**config.mk**
```make
export PLATFORM = sky130hd
export DESIGN_NAME = distance_averager
export DESIGN_NICKNAME = d
export VERILOG_FILES = /design/src/rtl/distance_averager.sv
export SDC_FILE = /design/constraint.sdc
export NUM_CORES = 1
export LEC_CHECK = 0
export ABC_AREA = 1
export BUFFER_PORTS_ARGS = -buffer_cell sky130_fd_sc_hd__buf_4
export CAP_MARGIN = 20
export CORE_ASPECT_RATIO = 1.25
export CORE_MARGIN = 2
export CORE_UTILIZATION = 56
export DETAILED_ROUTE_END_ITERATION = 8
export HOLD_SLACK_MARGIN = 0.08
export PLACE_DENSITY_LB_ADDON = 0.2
export SLEW_MARGIN = 0
export SYNTH_ARGS = -nofsm -noshare
export SYNTH_HDL_FRONTEND = slang
export SYNTH_SLANG_ARGS = --single-unit
```
**constraint.sdc**
```tcl
create_clock -name clk -period 3.2 [get_ports clk]
set_clock_uncertainty 0.05 [all_clocks]
set_input_delay 0.32 -clock clk [delete_from_list [all_inputs] [get_ports clk]]
set_output_delay 0.32 -clock clk [all_outputs]
set_load 0.005 [all_outputs]
```
**src/rtl/distance_averager.sv**
```systemverilog
// Moving-average conditioner for the AM PWM DAC distance input: saturates accepted
// samples, averages the last 2**LOG2_DEPTH of them and holds the result in a register.
module distance_averager #(
   parameter int WIDTH         = 13,
   parameter int LOG2_DEPTH    = 4,
   parameter int LOG2_MAX_DIST = 11,
   parameter int SUM_WIDTH     = WIDTH + LOG2_DEPTH
) (
   input  logic             clk,
   input  logic             reset,
   input  logic             enable,
   input  logic [WIDTH-1:0] sample_in,
   input  logic             sample_valid,
   output logic             sample_ready,
   output logic [WIDTH-1:0] distance,
   output logic             distance_valid
);

   localparam int DEPTH = 2 ** LOG2_DEPTH;
   localparam logic [WIDTH-1:0] SAT_MAX = WIDTH'(2 ** LOG2_MAX_DIST - 1);

   typedef enum logic [1:0] {CLEAR, PRIME, RUN} state_t;

   state_t                state_q, state_d;
   logic [LOG2_DEPTH-1:0] wr_ptr_q, wr_ptr_d;
   logic [LOG2_DEPTH:0]   count_q, count_d;
   logic [SUM_WIDTH-1:0]  sum_q, sum_d;
   logic [WIDTH-1:0]      distance_q, distance_d;
   logic                  dvalid_q, dvalid_d;
   logic                  upd_q, upd_d;

   logic [WIDTH-1:0]      win_mem [DEPTH];
   logic [WIDTH-1:0]      oldest;
   logic [WIDTH-1:0]      sat_sample;
   logic [WIDTH-1:0]      mem_wdata;
   logic                  mem_we;
   logic                  accept;

   assign sample_ready   = enable && (state_q != CLEAR);
   assign accept         = sample_valid && sample_ready;
   assign sat_sample     = (sample_in > SAT_MAX) ? SAT_MAX : sample_in;
   // Small window: asynchronous read so the oldest entry is retired in the accept cycle.
   assign oldest         = win_mem[wr_ptr_q];
   assign distance       = distance_q;
   assign distance_valid = dvalid_q;

   always_comb begin
      state_d    = state_q;
      wr_ptr_d   = wr_ptr_q;
      count_d    = count_q;
      sum_d      = sum_q;
      distance_d = distance_q;
      dvalid_d   = dvalid_q;
      upd_d      = upd_q;
      mem_we     = 1'b0;
      mem_wdata  = '0;
      if (enable) begin
         if (upd_q) begin
            distance_d = sum_q[SUM_WIDTH-1:LOG2_DEPTH];
            dvalid_d   = dvalid_q || (state_q == RUN);
            upd_d      = 1'b0;
         end
         case (state_q)
            CLEAR: begin
               mem_we   = 1'b1;
               wr_ptr_d = wr_ptr_q + 1'b1;
               if (wr_ptr_q == LOG2_DEPTH'(DEPTH - 1)) begin
                  state_d = PRIME;
               end
            end
            PRIME, RUN: begin
               if (accept) begin
                  mem_we    = 1'b1;
                  mem_wdata = sat_sample;
                  sum_d     = sum_q + SUM_WIDTH'(sat_sample) - SUM_WIDTH'(oldest);
                  wr_ptr_d  = wr_ptr_q + 1'b1;
                  upd_d     = 1'b1;
                  if (state_q == PRIME) begin
                     count_d = count_q + 1'b1;
                     if (count_q == (LOG2_DEPTH + 1)'(DEPTH - 1)) begin
                        state_d = RUN;
                     end
                  end
               end
            end
            default: state_d = CLEAR;
         endcase
      end
   end

   always_ff @(posedge clk) begin
      if (reset) begin
         state_q    <= CLEAR;
         wr_ptr_q   <= '0;
         count_q    <= '0;
         sum_q      <= '0;
         distance_q <= '0;
         dvalid_q   <= 1'b0;
         upd_q      <= 1'b0;
      end else begin
         state_q    <= state_d;
         wr_ptr_q   <= wr_ptr_d;
         count_q    <= count_d;
         sum_q      <= sum_d;
         distance_q <= distance_d;
         dvalid_q   <= dvalid_d;
         upd_q      <= upd_d;
      end
   end

   always_ff @(posedge clk) begin
      if (!reset && mem_we) begin
         win_mem[wr_ptr_q] <= mem_wdata;
      end
   end

endmodule

```
## Word level (Yosys, flattened, before mapping)

Memories as Yosys holds them, arrays and structs flattened. A register that Yosys moved wholly into a read port is not among the register bits.
Cells that the tools add are included.

- $add $sub $neg: 4
- Equality and inequality tests: 8
- Reductions and logical operators: 14
- Mux-type cells: 19
- Magnitude comparators: 1

Operators by type and width:

| operator | count |
|---|---|
| $mux 13 | 4 |
| $add 17x13->17 | 1 |
| $sub 17x13->17 | 1 |
| $gt 13x11->1 const B | 1 |
| $mux 4 | 3 |
| $mux 2 | 4 |
| $ne 2x2->1 const B | 4 |
| $pmux 4 s2 | 1 |
| $reduce_and 3->1 | 2 |
| $add 5x1->5 const B | 1 |
| $eq 5x4->1 const B | 1 |
| $mux 1 | 5 |
| $reduce_and 5->1 | 1 |
| $add 4x1->4 const B | 1 |
| $eq 4x4->1 const B | 1 |
| $pmux 2 s2 | 1 |
| $reduce_and 4->1 | 1 |
| $reduce_bool 2->1 | 2 |
| $logic_and 1x1->1 | 3 |
| $eq 2x1->1 const B | 1 |
| $eq 2x2->1 const B | 1 |
| $logic_not 2->1 | 1 |
| $pmux 1 s2 | 1 |
| $reduce_and 2->1 | 1 |
| other kinds (3) | 3 |

- Output and inout port bits: 15
- Memories kept: 1
- Bits in registers: 43
- Bits in writable memories: 208
- Logic and storage cells: 54
- Input port bits: 17

Memory list:

| name | words | width | rd ports | clocked after memory_dff | wr ports | line | source |
|---|---|---|---|---|---|---|---|
| win_mem | 16 | 13 | 1 | 1 | 1 | 32 | `logic [WIDTH-1:0] win_mem [DEPTH];` |

## Longest topological paths before layout

- Depth in word-level cells: 9
- Mapped depth: 24
- Depth with buffers taken out: 21

## Worst setup path before layout

No wires, ideal clock.

- Path kind: reg-to-reg
- Start: register (tool-made name)
- End: register sum_q[14]
- Required time: 3041 ps
- Library setup time: 109 ps
- Stages on the path, launching flop included: 21
- Data arrival time: 2812 ps
- Path slack: 228 ps
- Path buffers: 3
- Clock period less this slack: 2972 ps
- Cell sequence: dfxtp_1 -> buf_6 -> inv_4 -> buf_6 -> buf_6 -> nor2_1 -> o21ai_0 -> o211ai_1 -> nand2_1 -> fa_1 -> inv_1 -> ha_1 -> or2_2 -> nand3b_1 -> nand2_1 -> nand2_1 -> nand2_1 -> nand2_1 -> nand3_1 -> nand2_1 -> inv_1

RTL lines:

| item | line | source |
|---|---|---|
| to (signal assigned) | 104 | `sum_q <= sum_d;` |
| to (decl) | 27 | `logic [SUM_WIDTH-1:0] sum_q, sum_d;` |

==> results.sh <==
export IMPL_cts_root_buffer="clkbuf_16"
export IMPL_nets=1284
export IMPL_synth_main_ff_cell="edfxtp_1"
export IMPL_first_global_vias=7882
export IMPL_period_share=0.9837
export IMPL_final_layout_size_suffix_gt1_frac=0.1624
export IMPL_h_tree_depth=1
export IMPL_drc=0
export IMPL_min_period_ns=3.148
export IMPL_cp_num_buf_inv=3
export IMPL_slowest_stage="fa_1"
export IMPL_ir_worst_vdd_mv=0.4642
export IMPL_critPathKind="flip-flop to flip-flop"
export IMPL_crit_top_cell="nand2_1"
export IMPL_rsz0062_at_grt="true"
export IMPL_clk_latency_ns=0.53
export IMPL_gp_congestion=0.9975
export IMPL_power_leakage_nw=5.240
export IMPL_hold_end="count_q[1]"
export IMPL_path_max_fanout=27
export IMPL_ys_warn_count=0
export IMPL_arrival_ns=3.54
export IMPL_r2r_end="sum_q[12]"
export IMPL_tritoncts="built"
export IMPL_syn_area_um2=11550
export IMPL_slowest_delay_ns=0.49
export IMPL_post_dp_hpwl_um=17610
export IMPL_maxCapViolCount=0
export IMPL_floorplan_die_area_um2=21800
export IMPL_syn_avg_cell_area_um2=10.28
export IMPL_place_area_um2=12500
export IMPL_drt_initial_drc_count=727
export IMPL_cts_sinks=255
export IMPL_async_flop_share=0
export IMPL_hold_path_depth=3
export IMPL_finalSetupViolations=0
export IMPL_vias_per_cell=5.563
export IMPL_wl_met3_um=1858
export IMPL_pin_count=32
export IMPL_pre_cts_ws_ns=-0.07724
export IMPL_topRoutingLayerUsed="met4"
export IMPL_row_count=58
export IMPL_worstSetupStartpointType="flip-flop"
export IMPL_synth_edf_count=208
export IMPL_reg2reg_slack_ns=0.05
export IMPL_end_kind="flip-flop"
export IMPL_postLayoutCoreUtil=0.6840
export IMPL_fillers=1496
export IMPL_wl_met1_um=11180
export IMPL_syn2layout_area_growth_pct=19.44
export IMPL_clk_pin_slew_worst_paths_ns=0.06
export IMPL_synth_cell_types=31
export IMPL_diodes=0
export IMPL_wire_per_inst_um=18.71
export IMPL_p_per_area_nw_per_um2=617.1
export IMPL_portBuffers=31
export IMPL_hp_class="primary input to flip-flop"
export IMPL_finalHoldViolations=0
export IMPL_worstMarginPinSlew_ns=1.006
export IMPL_die_w_um=132.5
export IMPL_coreArea_um2=20170
export IMPL_path_delay_family="simple AND/OR/NAND/NOR gates"
export IMPL_vias=8423
export IMPL_grt_max_degree=55
export IMPL_grt_remaining_overflow=0
export IMPL_maxClockFrequency_mhz=317.7
export IMPL_status="completed"
export IMPL_wl_met2_um=14300
export IMPL_grt_use_total=0.2484
export IMPL_drt_total_wl_um=28330
export IMPL_die_h_um=164.6
export IMPL_slew_viol_final=0
export IMPL_hold_slack_ns=0.2220
export IMPL_worst_slack_ns=0.05221
export IMPL_synth_cells=1124
export IMPL_start_util=0.5727
export IMPL_final_cell_mix="nor2_1 (209), edfxtp_1 (208), inv_1 (119)"
export IMPL_final_common_cell="nor2_1"
export IMPL_postRouteAntennaNets=0
export IMPL_antenna_found_initial=0
export IMPL_grt_pass1_wl_um=41730
export IMPL_clock_path_buffers=3
export IMPL_max_slew_margin=0.3268
export IMPL_dr_pass1_iters=5
export IMPL_stdcell_area_um2=13800
export IMPL_hp_start="sample_valid"
export IMPL_cts_inserted_buffers=26
export IMPL_required_ns=3.59
export IMPL_cp_cell_sequence="bufbuf_16 > nor2_1 > o21ai_0 > o211ai_1 > o211ai_1 > nand2_1 > fa_1 > inv_1 > ha_2 > nand2_1 > nor2_2 > nand3_2 > nand2_2 > nand2_1 > nand3_1 > nand3_1 > nand2_1 > inv_1"
export IMPL_yosysSeqAreaShare=0.6220
export IMPL_reg2reg_depth=18
export IMPL_ys_ff_latch=255
## metrics by stage
stage / power [mW] / instances / setup TNS (ns)
after detailed placement: 5.393 / 1456 / -0.2463
after global placement: 5.360 / 1456 / 0
after global routing: 8.898 / 1514 / -0.5921
final: 8.516 / 1514 / 0
after floorplan: 4.897 / 1156 / 0
after CTS: 8.165 / 1506 / 0
## report_power, final
| group | switching (mW) | internal [mW] | total [mW] |
|---|---|---|---|
| combinational | 1.28 | 0.847 | 2.13 |
| clock | 1.23 | 1.53 | 2.76 |
| sequential | 0.0284 | 3.60 | 3.63 |
| total | 2.54 | 5.98 | 8.52 |
## routing by layer
layer / vias to the layer above / track usage
li1: 4005 / -
met1: 4020 / 0.3098
met2: 324 / 0.4374
met3: 74 / 0.03898
met4: 0 / 0.09775
met5: - / 0
## registers in the layout, indices dropped and copies added, names as in the netlist, named ones only
register,cells
distance,13
wr_ptr_q,4
upd_q,1
count_q,5
win_mem,208
distance_valid,1
sum_q,17
state_q,2
## final cells by class
type                    count  area (um2)  share of cell area
clock buffers              30       686.9             0.04978
clock inverters            15       83.83            0.006075
inverters                 126       480.5             0.03482
multi-input cells         724        4051              0.2936
flip-flops and latches    255        7194              0.5214
well taps                 270       337.8             0.02448
repair buffers             94       964.7             0.06991
## Yosys cell counts (7+ instances only)
library cell / instances / area [um2]
nand2_1: 127 / 476.7
buf_6: 7 / 78.83
ha_1: 27 / 337.8
o211ai_1: 54 / 405.4
nand3_1: 38 / 190.2
inv_1: 122 / 457.9
o21ai_0: 131 / 655.6
o21ai_1: 17 / 85.08
edfxtp_1: 208 / 6246
nor3_1: 8 / 40.04
nor2_1: 214 / 803.3
buf_2: 15 / 75.07
dfxtp_1: 47 / 940.9
a21oi_1: 45 / 225.2
clkbuf_1: 27 / 101.4
fa_1: 13 / 260.3
## worst register-to-register path: stages (launching register included)
cell and delay [ns]:
dfxtp_4 0.43, bufbuf_16 0.35, nor2_1 0.07, o21ai_0 0.08
o211ai_1 0.11, o211ai_1 0.12, nand2_1 0.12, fa_1 0.49
inv_1 0.04, ha_2 0.36, nand2_1 0.09, nor2_2 0.14
nand3_2 0.10, nand2_2 0.10, nand2_1 0.10, nand3_1 0.10
nand3_1 0.09, nand2_1 0.07, inv_1 0.03
## worst max path at each step
stage	from	endpoint	slack (ns)	cells past startpoint
5_1_grt	flip-flop	sum_q[8]	-0.12	17
3_3_place_gp	flip-flop	sum_q[13]	0.02	21
4_1_cts	flip-flop	sum_q[12]	0.004	19
2_1_floorplan	flip-flop	sum_q[14]	0.23	20
3_5_place_dp	flip-flop	sum_q[10]	-0.08	23
6_report	flip-flop	sum_q[12]	0.05	18
## cells by family after synthesis
group | share of synthesized area
buffers and inverters | 0.06454
xor gates and xnor gates | 0.003790
and+or+nand+nor | 0.1361
adders and majority gates | 0.05176
AOI/OAI and AO/OA | 0.1211
DFF | 0.6220
other | 0.0006500
## what timing repair did
item	in CTS	in global routing
endpoints found under the setup margin	10	15
pin swaps	0	29
buffers inserted	1	2
gates resized for setup	3	105
hold buffers	3	0
cloned	1	4
endpoints found under the hold margin	4	0
(Power assumes the default switching activity.)
